===== config.mk =====
export PLATFORM = sky130hd
export DESIGN_NAME = pwm_timer_multi
export DESIGN_NICKNAME = d
export VERILOG_FILES = /design/src/rtl/pwm_timer_multi.sv
export SDC_FILE = /design/constraint.sdc
export NUM_CORES = 1
export LEC_CHECK = 0
export CELL_PAD_IN_SITES_DETAIL_PLACEMENT = 0
export CELL_PAD_IN_SITES_GLOBAL_PLACEMENT = 1
export CORE_ASPECT_RATIO = 0.5
export CORE_MARGIN = 1.5
export CORE_UTILIZATION = 52
export CTS_BUF_LIST = sky130_fd_sc_hd__clkbuf_4
export CTS_CLUSTER_SIZE = 40
export DETAILED_ROUTE_END_ITERATION = 7
export PLACE_DENSITY_LB_ADDON = 0.1
export SYNTH_ARGS = -nofsm -noshare
export SYNTH_HDL_FRONTEND = slang
export SYNTH_SLANG_ARGS = --single-unit

===== constraint.sdc =====
create_clock -name i_clk -period 4.94 [get_ports i_clk]
set_clock_uncertainty 0.05 [all_clocks]
set_input_delay 0.741 -clock i_clk [delete_from_list [all_inputs] [get_ports i_clk]]
set_output_delay 0.741 -clock i_clk [all_outputs]
set_load 0.05 [all_outputs]

===== src/rtl/pwm_timer_multi.sv =====
// Multi-channel PWM timer: shared period counter, per-channel duty, run-count and end pulse.
// Optional output polarity register is enabled by defining PWM_TIMER_POLARITY_EN.

module pwm_timer_multi_ch #(
    parameter int WIDTH = 16
) (
    input  logic             i_clk,
    input  logic             i_rst_n,
    input  logic             we,
    input  logic [WIDTH-1:0] wdata,
    input  logic             load,
    input  logic             run_n,
    input  logic [WIDTH-1:0] cnt_n,
    input  logic             pol_n,
    output logic             pwm
);
    logic [WIDTH-1:0] duty_s, duty_a, duty_n;

    // The duty used for the next cycle is the shadow whenever the actives reload on this edge.
    assign duty_n = load ? duty_s : duty_a;

    always_ff @(posedge i_clk or negedge i_rst_n) begin
        if (!i_rst_n) begin
            duty_s <= '0;
            duty_a <= '0;
            pwm    <= 1'b0;
        end else begin
            if (we) duty_s <= wdata;
            duty_a <= duty_n;
            pwm    <= (run_n && (cnt_n < duty_n)) ^ pol_n;
        end
    end
endmodule

module pwm_timer_multi #(
    parameter int WIDTH     = 16,
    parameter int NCH       = 2,
    parameter int ADDR_W    = 3,
    parameter int END_PULSE = 10
) (
    input  logic              i_clk,
    input  logic              i_rst_n,
    input  logic              i_we,
    input  logic [ADDR_W-1:0] i_addr,
    input  logic [WIDTH-1:0]  i_wdata,
    input  logic              i_start,
    input  logic              i_abort,
    output logic [NCH-1:0]    o_pwm,
    output logic              o_busy,
    output logic              o_timer_end
);
    localparam int EW = (END_PULSE > 1) ? $clog2(END_PULSE) : 1;

    typedef enum logic [1:0] {S_IDLE, S_RUN, S_END} state_t;

    state_t           state, state_n;
    logic [WIDTH-1:0] period_s, period_a, stop_s, stop_a;
    logic [WIDTH-1:0] cnt, cnt_n, cyc, cyc_n;
    logic [EW-1:0]    end_cnt, end_cnt_n;
    logic             load, run_n, tend_n, last;
    logic [NCH-1:0]   pol_n;

    // A zero period reloaded mid-run degenerates to one-clock periods rather than a 2**WIDTH count.
    assign last   = (period_a <= WIDTH'(1)) || (cnt == period_a - WIDTH'(1));
    assign run_n  = (state_n == S_RUN);
    assign o_busy = (state == S_RUN);

    always_comb begin
        state_n   = state;
        cnt_n     = cnt;
        cyc_n     = cyc;
        end_cnt_n = end_cnt;
        load      = 1'b0;
        tend_n    = 1'b0;
        case (state)
            S_IDLE: begin
                // Actives track shadows while idle, so the start edge sees the pre-write values.
                load      = 1'b1;
                cnt_n     = '0;
                cyc_n     = '0;
                end_cnt_n = '0;
                if (i_start && (period_s != '0)) state_n = S_RUN;
            end
            S_RUN: begin
                if (i_abort) begin
                    state_n = S_IDLE;
                    cnt_n   = '0;
                    cyc_n   = '0;
                end else if (last) begin
                    cnt_n = '0;
                    if ((stop_a != '0) && (cyc + WIDTH'(1) == stop_a)) begin
                        state_n   = S_END;
                        cyc_n     = '0;
                        end_cnt_n = '0;
                        tend_n    = 1'b1;
                    end else begin
                        cyc_n = cyc + WIDTH'(1);
                        load  = 1'b1;
                    end
                end else begin
                    cnt_n = cnt + WIDTH'(1);
                end
            end
            S_END: begin
                if (i_abort || (end_cnt == EW'(END_PULSE - 1))) begin
                    state_n   = S_IDLE;
                    end_cnt_n = '0;
                end else begin
                    end_cnt_n = end_cnt + EW'(1);
                    tend_n    = 1'b1;
                end
            end
            default: state_n = S_IDLE;
        endcase
    end

    always_ff @(posedge i_clk or negedge i_rst_n) begin
        if (!i_rst_n) begin
            state       <= S_IDLE;
            period_s    <= '0;
            period_a    <= '0;
            stop_s      <= '0;
            stop_a      <= '0;
            cnt         <= '0;
            cyc         <= '0;
            end_cnt     <= '0;
            o_timer_end <= 1'b0;
        end else begin
            if (i_we && (i_addr == ADDR_W'(0))) period_s <= i_wdata;
            if (i_we && (i_addr == ADDR_W'(1))) stop_s   <= i_wdata;
            if (load) begin
                period_a <= period_s;
                stop_a   <= stop_s;
            end
            state       <= state_n;
            cnt         <= cnt_n;
            cyc         <= cyc_n;
            end_cnt     <= end_cnt_n;
            o_timer_end <= tend_n;
        end
    end

`ifdef PWM_TIMER_POLARITY_EN
    logic [NCH-1:0] pol_s, pol_a;

    always_ff @(posedge i_clk or negedge i_rst_n) begin
        if (!i_rst_n) begin
            pol_s <= '0;
            pol_a <= '0;
        end else begin
            if (i_we && (i_addr == ADDR_W'(NCH + 2))) pol_s <= i_wdata[NCH-1:0];
            if (load) pol_a <= pol_s;
        end
    end

    assign pol_n = load ? pol_s : pol_a;
`else
    assign pol_n = '0;
`endif

    for (genvar k = 0; k < NCH; k++) begin : g_ch
        pwm_timer_multi_ch #(.WIDTH(WIDTH)) u_ch (
            .i_clk   (i_clk),
            .i_rst_n (i_rst_n),
            .we      (i_we && (i_addr == ADDR_W'(k + 2))),
            .wdata   (i_wdata),
            .load    (load),
            .run_n   (run_n),
            .cnt_n   (cnt_n),
            .pol_n   (pol_n[k]),
            .pwm     (o_pwm[k])
        );
    end
endmodule


======== Yosys cells after proc, flatten, opt, wreduce, memory -nomap -nowiden ========
Index checks and enable logic that the tools add are counted.
storage, ports and cells
  bits in registers ....................... 169
  input port bits ......................... 24
  output and inout port bits .............. 4
  word-level logic and storage cells ...... 82
operators by class
  add/sub/neg operators ................... 4
  magnitude comparators ................... 3
  eq/ne operators ......................... 13
  multiplexer cells ....................... 29
  reduce and logical (&&, ||, !) cells .... 18
operators by type and width
  kind                                                              count
  two-way mux 16 bit                                                7
  case mux 16 bit (2 select lines)                                  2
  adder 16 x 1 -> 16 bit (second input constant)                    2
  == test 16 bit                                                    2
  less-than comparator 16 bit                                       2
  nonzero test 16 bit                                               2
  less-or-equal comparator 16 x 1 -> 1 bit (second input constant)  1
  two-way mux 4 bit                                                 4
  subtractor 16 x 1 -> 16 bit (second input constant)               1
  case mux 4 bit (3 select lines)                                   1
  two-way mux 2 bit                                                 5
  logical AND 1 bit                                                 8
  two-way mux 1 bit                                                 7
  == test 3 x 2 -> 1 bit (second input constant)                    2
  case mux 2 bit (3 select lines)                                   1
  adder 4 x 1 -> 4 bit (second input constant)                      1
  == test 2 x 1 -> 1 bit (second input constant)                    2
  == test 4 bit (second input constant)                             1
  inequality test 2 x 1 -> 1 bit (second input constant)            2
  case mux 1 bit (2 select lines)                                   2
  AND reduction 4 bit                                               1
  == test 3 x 1 -> 1 bit (second input constant)                    1
  zero test 3 bit                                                   1
  inequality test 3 x 2 -> 1 bit (second input constant)            1
  other kinds (7)                                                   8

======== Logic depth before layout (Yosys ltp) ========
  depth after elaboration ................. 10
  gate-level depth with buffers ........... 24
  mapped depth without buffers ............ 21

======== By module ========
Synthesis repeated with hierarchy kept, for this count alone.
unflattened totals
  cells, all modules ...................... 772
  area, all modules ....................... 9024.9 µm²
modules (own cells, without submodules)
  module                             instances  cells an instance  area an instance (µm²)  sequential area each (µm²)
  pwm_timer_multi                    1          524                5820.6                  2577.5
  pwm_timer_multi_ch (g_ch[0].u_ch)  1          121                1605.3                  825.8
  pwm_timer_multi_ch (g_ch[1].u_ch)  1          127                1599.0                  825.8

======== Least setup slack after synthesis ========
Ideal clock, no wire load.
  kind .................................... reg2reg
  from .................................... reg period_a[0]
  to ...................................... reg g_ch[0].u_ch.pwm
  data arrival time ....................... 4.401 ns
  path slack .............................. 0.412 ns
  stages on the path, launching flop included .. 23
  clock period less this slack ............ 4.528 ns
  cells stage by stage .................... dfrtp_1 -> inv_1 -> ha_1 -> or3b_2 -> clkbuf_1 -> or4_1 -> a21o_1 -> a221oi_2 -> o2111a_1 -> nor2_2 -> a21oi_1 -> clkbuf_1 -> nor2_1 -> ha_1 -> a21o_1 -> a21o_1 -> a21oi_1 -> nor2b_1 -> o21ai_0 -> a21oi_1 -> nor3_1 -> nand3b_1 -> a21oi_1
RTL lines
  item                                RTL line  text
  from (decl)                         57        logic [WIDTH-1:0] period_s, period_a, stop_s, stop_a;
  from (signal assigned)              132       period_a <= period_s;
  subtractor 16 x 1 -> 16 bit         64        assign last = (period_a <= WIDTH'(1)) || (cnt == period_a - WIDTH'(1));
  == test 16 bit                      64
  logical OR 1 bit *                  64
  two-way mux 16 bit *                89        end else if (last) begin
  two-way mux 16 bit *                85        if (i_abort) begin
  case mux 16 bit (2 select lines) *  75        case (state)
  via cnt_n[9]                        58        logic [WIDTH-1:0] cnt, cnt_n, cyc, cyc_n;
  less-than comparator 16 bit *       30        pwm <= (run_n && (cnt_n < duty_n)) ^ pol_n;
  logical AND 1 bit *                 30
  to (signal assigned)                30
  to (decl)                           15        output logic pwm
Mark *: on every way through the listed nets, which the timed path passes. The rest lies on a longest branch.
A chain may end at the register's enable or synchronous reset.

======== Final worst setup path ========
  from .................................... reg period_a[4]
  to ...................................... reg g_ch[1].u_ch.pwm
between the ends
  longest elaborated chain between the ends .. 9
RTL lines
  item                             RTL line  text
  subtractor 16 x 1 -> 16 bit      64
  == test 16 bit                   64
  logical OR 1 bit *               64
  two-way mux 1 bit                89
  two-way mux 1 bit                85
  case mux 1 bit (2 select lines)  75
  two-way mux 16 bit               20        assign duty_n = load ? duty_s : duty_a;
  less-than comparator 16 bit      30
  logical AND 1 bit *              30
  to (signal assigned)             30
  to (decl)                        15
Every way passes the cells marked *; elsewhere a longest branch is shown, timed or not.

==> results.toml <==
[logic_synthesis]
syn_inst = 796
ys_ff_latch = 169
syn_avg_cell_area_um2 = 11.6
syn-cell-area_um2 = 9230
synth_ff_type = "dfrtp_1"
yosysUniqueCellTypes = 62
async_reset_ff_frac = 1.00
synth_edf_count = 0
ys_seq_area_frac = 0.458
syn_nets = 860
yosys_warnings = 0

[critical_path]
path_cells = "or4_1 > or3_1 > or3_1 > a31oi_1 > o2111a_1 > nor2_2 > nor2_4 > nor2_4 > buf_4 > mux2i_1 > ha_1 > a21o_1 > a21o_1 > a21oi_1 > nor2b_1 > o21ai_0 > a21oi_1 > nor3_1 > nand3b_1 > a21oi_1"
crit_type = "register to register"
slowest_stage = "or4_1"
cp_data_required_time_ns = 5.38
cp.arrival_ns = 5.02
r2r_start = "period_a[4]"
reg2reg_to = "g_ch[1].u_ch.pwm"
worst_setup_path_end_kind = "register"
critPathMaxFanout = 7
max_stage_delay_ns = 0.67
startpoint_type = "register"
reg2reg_slack_ns = 0.35
worst_path_most_repeated_cell = "a21oi_1"
ff2ff_path_depth = 20

[timing]
tightestPinTransition_ns = 0.998
post-route-period-util = 0.928
slew_viol_final = 0
setup_viol = 0
rsz0062_at_grt = "no"
setup-tns-final_ns = 0
slew_headroom = 0.333
fmax_ghz = 0.218
hold_viol = 0
period_minus_slack_ns = 4.59

[outcome]
status = "finished clean"

[detailed_routing]
wl_per_cell_um = 20.2
vias = 6208
initialDrtViolationCount = 341
drtPass1Iterations = 5
via_per_inst = 5.75
drc = 0
routed_wl_um = 21800
antenna_left = 0

[global_routing]
grtUsageTotal = 0.247
grt-ovfl-total = 0
antenna_found_initial = 2
grt_pass1_wl_um = 34600
grt_pass1_vias = 6023
grt_max_degree = 93

[floorplan]
fp-row-count = 34
ios = 28
core_um2 = 17400
die_height_um = 97.2
die_w_um = 191
die_area_um2 = 18600
start_util = 0.532

[finish]
final_common_cell = "dfrtp_1"
fillers = 1473
syn_to_final_growth_pct = 10.1
drive_gt1_frac = 0.236
seq_area_um2 = 4230
layout.cells.non_filler = 1080
multi_input_area_um2 = 4770
layout_common_cells = "168 x dfrtp_1, 76 x mux2_2, 50 x mux2_4"
nNetsFinal = 895

[clock_tree]
cts.clk_slew.worst_paths_ns = 0.17
hold_buffers = 0
htree_levels = 4
cts_tree = "yes"
cts_sinks = 169
cts-root-buf = "clkbuf_4"
cts.path.max_buffers = 2
numCtsBuffers = 17
clkLatencyLatePin_ns = 0.58

[placed_design]
dp_hpwl_um = 15700
portBuffers = 27
place_inst = 1043
place_congestion = 0.817

[power]
powerDensity_nw_per_um2 = 508
peakVddDrop_mv = 0.201
p_leak_uw = 0.00453

[hold_path]
hold_class = "primary input to asynchronous set/reset pin"

[flow_run]
maxCapViolCount = 0
-- sequential cells by signal, indices dropped and copies added, names as in the netlist --
name	flops
period_a	16
end_cnt	4
g_ch.u_ch.duty_a	32
period_s	16
g_ch.u_ch.pwm	2
stop_s	16
o_timer_end	1
state	2
g_ch.u_ch.duty_s	32
stop_a	16
cnt	16
cyc	16
-- cells by family after synthesis --
kind of cell | share of synthesized area
buf+inv | 0.0271
flops | 0.458
compound gates | 0.0778
mux | 0.210
fa+ha+maj | 0.0542
xor+xnor | 0.0503
simple gates | 0.122
-- Yosys cell counts (4+ instances only) --
cell type | n | area, µm²
a21oi_1 | 23 | 115
inv_1 | 14 | 52.6
nand3_1 | 28 | 140
mux2i_1 | 33 | 330
a21o_1 | 14 | 105
buf_2 | 5 | 25.0
mux2_4 | 50 | 751
nor4_1 | 9 | 56.3
dfrtp_1 | 169 | 4230
or3_1 | 8 | 50.1
or4_1 | 7 | 52.6
o21ai_0 | 29 | 145
buf_4 | 5 | 37.5
mux2_2 | 76 | 856
a31oi_1 | 5 | 31.3
nor2_1 | 46 | 173
buf_6 | 6 | 67.6
a22o_1 | 6 | 52.6
nand4_1 | 13 | 81.3
ha_1 | 40 | 500
a211oi_1 | 4 | 30.0
nor2b_1 | 11 | 68.8
xnor2_1 | 26 | 228
nand2_1 | 40 | 150
or2_2 | 5 | 31.3
nor3_1 | 21 | 105
a2111oi_0 | 4 | 35.0
xor2_1 | 27 | 236
clkbuf_1 | 17 | 63.8
nand2b_1 | 6 | 37.5
and3_1 | 7 | 43.8
-- area by class of cell --
cell class | instances | share of cell area
sequential | 169 | 0.416
antenna | 2 | 0.000493
tap | 234 | 0.0288
multi-input combinational | 579 | 0.470
clock inverter | 14 | 0.0182
clock buffer | 18 | 0.0133
timing repair buffer | 50 | 0.0479
inverter | 14 | 0.00517
-- worst max-delay path: cells and delay by family (launching register included) --
kind	cells	cell delay, ns
DFF	1	0.47
and+or+nand+nor	9	2.10
buffers and inverters	1	0.14
AOI/OAI and AO/OA	8	1.29
muxes	1	0.19
adders and majority gates	1	0.28
-- power breakdown --
part | internal (µW) | switching, µW
logic | 1120 | 973
clock network | 369 | 540
registers | 1780 | 371
total | 3270 | 1880
-- through the flow --
stage          hold slack, ns  utilization  total power, µW  setup slack (ns)  cell area [µm²]
6_report               0.0736        0.585             5160             0.354            10200
5_1_grt                 0.135        0.585             5490            0.0198            10200
4_1_cts                 0.131        0.582             5140             0.258            10100
3_5_place_dp            0.438        0.564             4220             0.308             9780
3_3_place_gp            0.432        0.564             4180             0.369             9780
2_1_floorplan           0.395            -             3700             0.412             9230
-- layer usage --
layer	GRT usage	up-vias	routed length, µm	share of wire
met5	0	-	0	0
met2	0.354	103	9510	0.44
met3	0.0538	15	935	0.043
met1	0.377	3117	11100	0.51
met4	0.0637	0	252	0.012
li1	-	2973	-	-
-- worst max-delay path by stage --
stage	start	endpoint	slack, ns
floorplan	period_a[0]	g_ch[0].u_ch.pwm	0.41
global placement	period_a[4]	g_ch[1].u_ch.pwm	0.37
detailed placement	period_a[0]	g_ch[1].u_ch.pwm	0.31
CTS	period_a[0]	g_ch[1].u_ch.pwm	0.26
global route	period_a[4]	g_ch[1].u_ch.pwm	0.02
finish	period_a[4]	g_ch[1].u_ch.pwm	0.35
-- repair_timing --
item	4_1_cts	5_1_grt
resized for setup	0	6
setup endpoints to repair	0	2
endpoints found under the hold margin	0	0
buffers inserted	0	2
(Power assumes the default switching activity.)
